**config.mk**
```make
export PLATFORM = sky130hd
export DESIGN_NAME = udp_echo_engine
export DESIGN_NICKNAME = d
export VERILOG_FILES = /design/src/rtl/udp_echo_engine.sv
export SDC_FILE = /design/constraint.sdc
export NUM_CORES = 1
export LEC_CHECK = 0
export ABC_AREA = 1
export BUFFER_PORTS_ARGS = -buffer_cell sky130_fd_sc_hd__buf_4
export CAP_MARGIN = 5
export CORE_AREA = 2 2 495 497
export DETAILED_ROUTE_END_ITERATION = 10
export DIE_AREA = 0 0 497 499
export SETUP_SLACK_MARGIN = 0.02
export SLEW_MARGIN = 20
export SYNTH_ARGS = -nofsm -noshare
export SYNTH_HDL_FRONTEND = slang
export SYNTH_SLANG_ARGS = --single-unit
```
**constraint.sdc**
```tcl
create_clock -name axis_clk -period 2.8 [get_ports axis_clk]
set_clock_uncertainty 0.1 [all_clocks]
set_input_delay 0.56 -clock axis_clk [delete_from_list [all_inputs] [get_ports axis_clk]]
set_output_delay 0.56 -clock axis_clk [all_outputs]
set_load 0.005 [all_outputs]
```
**src/rtl/udp_echo_engine.sv**
```systemverilog
// UDP echo engine: decodes the first beat of each Ethernet frame and then
// either forwards the frame or drops it. A matching IPv4/UDP frame is sent
// back with its MAC addresses, IP addresses and UDP ports swapped and its UDP
// checksum cleared. All egress leaves through one registered output stage.
module udp_echo_engine #(
  parameter int          DATA_W      = 512,
  parameter logic [15:0] LISTEN_PORT = 16'd0,
  parameter int          CNT_W       = 32
) (
  input  logic                axis_clk,
  input  logic                axis_rstn,
  input  logic                s_axis_rx_tvalid,
  input  logic [DATA_W-1:0]   s_axis_rx_tdata,
  input  logic [DATA_W/8-1:0] s_axis_rx_tkeep,
  input  logic                s_axis_rx_tlast,
  output logic                s_axis_rx_tready,
  output logic                m_axis_tx_tvalid,
  output logic [DATA_W-1:0]   m_axis_tx_tdata,
  output logic [DATA_W/8-1:0] m_axis_tx_tkeep,
  output logic                m_axis_tx_tlast,
  input  logic                m_axis_tx_tready,
  input  logic                cfg_bypass,
  output logic [CNT_W-1:0]    stat_rx_frames,
  output logic [CNT_W-1:0]    stat_tx_frames,
  output logic [CNT_W-1:0]    stat_drop_frames
);

  localparam logic [CNT_W-1:0] CNT_MAX = {CNT_W{1'b1}};
  localparam logic [CNT_W-1:0] CNT_ONE = {{(CNT_W-1){1'b0}}, 1'b1};

  typedef enum logic [1:0] {IDLE, FWD, DROP} state_t;

  state_t            state;
  logic              run;
  logic              rx_accept;
  logic              first_beat;
  logic              hdr_match;
  logic              forward;
  logic              pass_beat;
  logic              out_load;
  logic [15:0]       ether_type;
  logic [15:0]       dst_port;
  logic [DATA_W-1:0] echo_data;
  logic [DATA_W-1:0] next_data;

  // Header fields are big-endian across bytes; byte n lives at tdata[8n+:8].
  assign ether_type = {s_axis_rx_tdata[12*8 +: 8], s_axis_rx_tdata[13*8 +: 8]};
  assign dst_port   = {s_axis_rx_tdata[36*8 +: 8], s_axis_rx_tdata[37*8 +: 8]};

  assign hdr_match = (ether_type == 16'h0800) &&
                     (s_axis_rx_tdata[14*8 +: 8] == 8'h45) &&
                     (s_axis_rx_tdata[23*8 +: 8] == 8'd17) &&
                     s_axis_rx_tkeep[41] &&
                     ((LISTEN_PORT == 16'd0) || (dst_port == LISTEN_PORT));

  assign forward    = cfg_bypass || hdr_match;
  assign first_beat = (state == IDLE);
  assign pass_beat  = (state == FWD) || (first_beat && forward);
  assign out_load   = !m_axis_tx_tvalid || m_axis_tx_tready;

  // DROP sinks beats without touching egress, so it never backpressures.
  assign s_axis_rx_tready = run && ((state == DROP) || out_load);
  assign rx_accept        = s_axis_rx_tvalid && s_axis_rx_tready;

  // Build the echoed first beat; the IP checksum is left alone on purpose.
  always_comb begin
    echo_data              = s_axis_rx_tdata;
    echo_data[0*8  +: 48]  = s_axis_rx_tdata[6*8  +: 48];
    echo_data[6*8  +: 48]  = s_axis_rx_tdata[0*8  +: 48];
    echo_data[26*8 +: 32]  = s_axis_rx_tdata[30*8 +: 32];
    echo_data[30*8 +: 32]  = s_axis_rx_tdata[26*8 +: 32];
    echo_data[34*8 +: 16]  = s_axis_rx_tdata[36*8 +: 16];
    echo_data[36*8 +: 16]  = s_axis_rx_tdata[34*8 +: 16];
    echo_data[40*8 +: 16]  = 16'h0000;
    next_data = (first_beat && hdr_match && !cfg_bypass) ? echo_data : s_axis_rx_tdata;
  end

  // Hold ingress ready low from reset until the first clock after release.
  always_ff @(posedge axis_clk or negedge axis_rstn) begin
    if (!axis_rstn) run <= 1'b0;
    else            run <= 1'b1;
  end

  // Frame state: the forward/drop decision is taken once on the first beat.
  always_ff @(posedge axis_clk or negedge axis_rstn) begin
    if (!axis_rstn) begin
      state <= IDLE;
    end else if (rx_accept) begin
      case (state)
        IDLE:    if (!s_axis_rx_tlast) state <= forward ? FWD : DROP;
        FWD:     if (s_axis_rx_tlast) state <= IDLE;
        DROP:    if (s_axis_rx_tlast) state <= IDLE;
        default: state <= IDLE;
      endcase
    end
  end

  // Single egress register; it only loads when empty or being drained.
  always_ff @(posedge axis_clk or negedge axis_rstn) begin
    if (!axis_rstn) begin
      m_axis_tx_tvalid <= 1'b0;
      m_axis_tx_tdata  <= '0;
      m_axis_tx_tkeep  <= '0;
      m_axis_tx_tlast  <= 1'b0;
    end else if (out_load) begin
      m_axis_tx_tvalid <= rx_accept && pass_beat;
      if (rx_accept && pass_beat) begin
        m_axis_tx_tdata <= next_data;
        m_axis_tx_tkeep <= s_axis_rx_tkeep;
        m_axis_tx_tlast <= s_axis_rx_tlast;
      end
    end
  end

  // Saturating frame statistics, counted on accepted first beats only.
  always_ff @(posedge axis_clk or negedge axis_rstn) begin
    if (!axis_rstn) begin
      stat_rx_frames   <= '0;
      stat_tx_frames   <= '0;
      stat_drop_frames <= '0;
    end else if (rx_accept && first_beat) begin
      if (stat_rx_frames != CNT_MAX) stat_rx_frames <= stat_rx_frames + CNT_ONE;
      if (forward) begin
        if (stat_tx_frames != CNT_MAX) stat_tx_frames <= stat_tx_frames + CNT_ONE;
      end else begin
        if (stat_drop_frames != CNT_MAX) stat_drop_frames <= stat_drop_frames + CNT_ONE;
      end
    end
  end

endmodule

```
# Yosys cells after proc, flatten, opt, wreduce, memory -nomap -nowiden
# Index checks and enable logic that the tools add are counted.
# op_classes
addsub	3
n_eq_ne	10
mux	5
bitwise_logic	1
n_reduce_logical	23
# op_table
cell	n
336-bit two-way mux	1
32-bit by 1-bit adder with 32-bit output (second input constant)	3
32-bit inequality test (second input constant)	3
16-bit by 12-bit == test with 1-bit output (second input constant)	1
1-bit logical AND	10
3-bit AND reduction	3
8-bit by 5-bit == test with 1-bit output (second input constant)	1
8-bit by 7-bit == test with 1-bit output (second input constant)	1
2-bit two-way mux	3
1-bit logical OR	4
2-bit case mux with 2 select lines	1
2-bit AND reduction	2
2-bit by 1-bit == test with 1-bit output (second input constant)	1
2-bit == test (second input constant)	1
1-bit logical NOT	2
2-bit logical NOT	1
2-bit by 1-bit inequality test with 1-bit output (second input constant)	1
2-bit inequality test (second input constant)	1
2-bit OR reduction	1
1-bit NOT	1
# totals
regBits	677
inputBits	582
out_inout_bits	675

# Logic depth before layout (Yosys ltp)
# depth
word_depth	9
ltp_mapped	16

# Least setup slack after synthesis
# OpenSTA, ideal clock, no wires.
# synth_path
path_type	register -> register
from	register state[0]
to	register m_axis_tx_tdata[208]
arrival_ns	1.782
path_buffers	3
period_less_slack_ns	1.998
stages_incl_launch_ff	13
setup_slack_ns	0.802
cell_sequence	dfrtp_1 inv_1 ha_1 inv_1 nor2_1 buf_2 clkbuf_1 clkbuf_1 nand3_1 nand2_1 inv_1 nand2_1 nand2_1
# synth_between
elab_chain_len	6
word_cells_on_any_way	13
cone_classes	eq/ne (2); mux (1); reduce/logical (10)
# synth_rtl
element	line	rtl
start: declaration	33	state_t state;
start signal: assignment	90	IDLE: if (!s_axis_rx_tlast) state <= forward ? FWD : DROP;
2-bit == test	62	assign s_axis_rx_tready = run && ((state == DROP) || out_load);
1-bit logical OR	62	
1-bit logical AND	62	
1-bit logical AND	63	assign rx_accept = s_axis_rx_tvalid && s_axis_rx_tready;
1-bit logical AND	107	if (rx_accept && pass_beat) begin
2-bit AND reduction (no source line)	n/a	
end signal: assignment	108	m_axis_tx_tdata <= next_data;
end: declaration	18	output logic [DATA_W-1:0] m_axis_tx_tdata,
# Several ways; a longest one is shown, not always the timed one.
# A chain may end at the register's enable or synchronous reset.

# Final worst setup path
# layout_path
from	input s_axis_rx_tdata[185]
to	register m_axis_tx_tdata[302]
# layout_between
elab_chain_len	8
word_cells_on_any_way	11
cone_classes	eq/ne (1); mux (1); reduce/logical (9)
# layout_rtl
element	line	rtl
start: declaration	13	input logic [DATA_W-1:0] s_axis_rx_tdata,
8-bit by 5-bit == test with 1-bit output *	52	(s_axis_rx_tdata[23*8 +: 8] == 8'd17) &&
1-bit logical AND *	51	(s_axis_rx_tdata[14*8 +: 8] == 8'h45) &&
1-bit logical AND *	52	
1-bit logical OR	56	assign forward = cfg_bypass || hdr_match;
1-bit logical AND	58	assign pass_beat = (state == FWD) || (first_beat && forward);
1-bit logical OR	58	
1-bit logical AND	107	
2-bit AND reduction (no source line)	n/a	
# Mark *: on every way between the ends. The rest lies on a longest branch, timed or not.

==> results.json <==
{
  "status": "complete, no violations",
  "synth.most_common_cell": "nand2_1",
  "synthToLayoutAreaGrowth_pct": 65.3,
  "cp_max_fo": 22,
  "synth_top_cell_by_area": "dfrtp_1",
  "wl_met3_mm": 29.1,
  "initial_core_util_pct": 13.6,
  "nets": 6651,
  "dieArea_um2": 248000,
  "maxCapViolCount": 0,
  "hold_viol": 0,
  "top_layer_used": "met5",
  "hp-class": "in2reg",
  "core_area_um2": 243000,
  "h-tree-depth": 3,
  "drtIter0Drc": 3002,
  "path_class": "in2reg",
  "root_buffer": "clkbuf_16",
  "grt_max_degree": 83,
  "ys_seq_area_share_pct": 51.5,
  "pwr-share-seq_pct": 34.6,
  "switching_share_pct": 38.3,
  "dpl.hpwl_mm": 200,
  "synth_enable_flop_cells": 0,
  "worst_slew_pin_slew_ns": 0.755,
  "ios": 1257,
  "cts_made_buffers": 88,
  "p_switching_mw": 18.2,
  "synth_nets": 5031,
  "slew_headroom_pct": 49.2,
  "antenna_found_initial": 300,
  "synth.area.top_cells": "dfrtp_1 (51%), nand2_1 (24%), nand3_1 (9.6%)",
  "dp_cells": 8819,
  "cts_buffer_depth": 3,
  "fmax_mhz": 367,
  "synth-seq-cells": 677,
  "p_clk_share_pct": 25.7,
  "wirelength_mm": 238,
  "finalSetupTns_ns": 0,
  "track_usage_pct": 18.5,
  "wire_per_inst_um": 25.1,
  "setup_viol": 0,
  "start_kind": "primary input",
  "wl_met2_mm": 102,
  "viasPerCell": 3.88,
  "globalplace.congestion": 0.962,
  "slew_violations": 0,
  "period_share_pct": 97.3,
  "wl_met1_mm": 95.7,
  "drc": 0,
  "worst_ep_required_time_ns": 3.35,
  "synthCells": 4443,
  "grt_first_pass_wirelength_mm": 314,
  "clk_pin_slew_ns": 0.06,
  "clock_sinks": 677,
  "yosys_warnings": 0,
  "die_w_um": 497,
  "powerDensity_nw_per_um2": 873,
  "port_buffers": 1256,
  "crit_arrival_ns": 3.27,
  "synth.distinct_cells": 32,
  "stdcell_count": 9453,
  "drt_pass1_iterations": 5,
  "row_count": 181,
  "place_ws_ns": -0.415,
  "syn_avg_cell_area_um2": 7.41,
  "ir_drop_mv": 0.548,
  "p_int_mw": 29.3,
  "synth_top_area_share_pct": 51.5,
  "rsz0062_at_grt": "yes",
  "grt_pass1_vias": 35200,
  "cts_tree": "yes",
  "drive_gt1_share_pct": 26.1,
  "synth-async-reset-ratio_pct": 100,
  "worstSkewPairLatency_ns": 0.71,
  "num_vias": 36700,
  "power_frac_comb_pct": 39.7,
  "ant_nets": 0,
  "layout_setup_ws_ns": 0.0762,
  "power_leakage_nw": 29.2,
  "die_h_um": 499,
  "post-route-min-period_ns": 2.72,
  "grt.overflow.total": 0,
  "synthesis.area_um2": 32900,
  "synth_commonest_cells": "nand2_1 (2093), dfrtp_1 (677), nand3_1 (631)",
  "synthFlopType": "dfrtp_1",
  "critPathCaptureType": "register"
}
-- critical path: stages --
cell and delay (ns):
dlygate4sd3_1 0.62, buf_4 0.18, nor2_1 0.09, nand3_1 0.09, nor2_2 0.17, nand3_4 0.15
buf_4 0.17, nand2_1 0.10, nand2_2 0.13, buf_12 0.17, a21oi_4 0.23, buf_4 0.27
buf_12 0.19, nand2_1 0.06, nand2_1 0.07
-- cells in the final DEF, fill, tap and decap left out, drive strengths merged, types with 3 or more instances in the layout --
| cell type | instances |
|---|---|
| a21boi | 16 |
| a21oi | 3 |
| buf | 1428 |
| bufinv | 9 |
| clkbuf | 127 |
| clkinv | 13 |
| clkinvlp | 8 |
| dfrtp | 677 |
| diode | 117 |
| dlygate4sd3 | 351 |
| ha | 6 |
| inv | 473 |
| nand2 | 2098 |
| nand3 | 633 |
| nand3b | 8 |
| nand4 | 12 |
| nor2 | 122 |
| nor3 | 48 |
| o21ai | 16 |
| xnor2 | 22 |
| xor2 | 58 |
-- power groups by stage --
stage	Combinational [mW]	Clock (mW)	Sequential (mW)
finish	18.9	12.2	16.4
detailed placement	18.6	0	16.4
CTS	19.2	12.6	16.4
global placement	18.4	0	16.4
floorplan	5.65	0	16.3
global route	20.4	12.9	16.8
-- layout make-up --
type / count / area (um^2)
antenna: 117 / 293
sequential: 677 / 16900
tap: 3202 / 4010
timing repair buffer: 1782 / 15300
clock inverter: 37 / 561
inverter: 466 / 1760
multi-input combinational: 3048 / 13000
fill: 27000 / 188000
clock buffer: 124 / 2510
-- through the flow --
| step | area [um^2] | hold WS [ns] | util [%] | power [mW] |
|---|---|---|---|---|
| after floorplan | 32900 | 0.164 | - | 21.9 |
| after global placement | 47400 | 0.354 | 19.5 | 34.9 |
| after detailed placement | 47400 | 0.359 | 19.5 | 35.0 |
| after CTS | 54000 | 0.000166 | 22.2 | 48.2 |
| after global routing | 54200 | 0.0529 | 22.4 | 50.2 |
| final | 54400 | 0.105 | 22.4 | 47.5 |
-- cells by family (layout without fill, tap and decap cells) --
| kind of cell | count (synthesis) | in the layout | share of synthesized area, % |
|---|---|---|---|
| DFF | 677 | 677 | 51.5 |
| buffers and inverters | 718 | 2409 | 9.17 |
| AOI/OAI and AO/OA | 37 | 37 | 0.715 |
| xor gates and xnor gates | 80 | 80 | 2.13 |
| and+or+nand+nor | 2924 | 2924 | 36.3 |
| adders and majority gates | 6 | 6 | 0.228 |
| other | 1 | 118 | 0.0114 |
-- sequential cells by signal, summed over array words and instances (netlist names) --
| register | count |
|---|---|
| m_axis_tx_tdata | 512 |
| m_axis_tx_tkeep | 64 |
| run | 1 |
| m_axis_tx_tvalid | 1 |
| stat_tx_frames | 32 |
| state | 2 |
| m_axis_tx_tlast | 1 |
| stat_drop_frames | 32 |
| stat_rx_frames | 32 |
-- metal layers --
metal | global-route usage (%) | vias up
li1 | - | 17000
met5 | 0 | -
met2 | 28.2 | 1809
met3 | 9.06 | 527
met4 | 6.82 | 166
met1 | 22.4 | 17200
-- final timing paths --
check                      cells past startpoint  slack, ns              endpoint            startpoint
max                                           15       0.08  m_axis_tx_tdata[302]  s_axis_rx_tdata[185]
min                                            3       0.11  m_axis_tx_tdata[101]  s_axis_rx_tdata[101]
max reg2reg                                   15       0.27  m_axis_tx_tdata[302]              state[0]
min reg2reg                                    2       0.37  m_axis_tx_tdata[338]  m_axis_tx_tdata[338]
max in group asynchronous                      3       1.29  m_axis_tx_tdata[160]             axis_rstn
min in group asynchronous                      2       0.31  m_axis_tx_tdata[431]             axis_rstn
-- timing repair --
action | in CTS | in global routing
hold buffers | 351 | 0
resized for setup | 0 | 10
endpoints found under the setup margin | 0 | 535
endpoints found under the hold margin | 372 | 0
setup buffers | 0 | 2
Power figures use the tool's default switching activity.
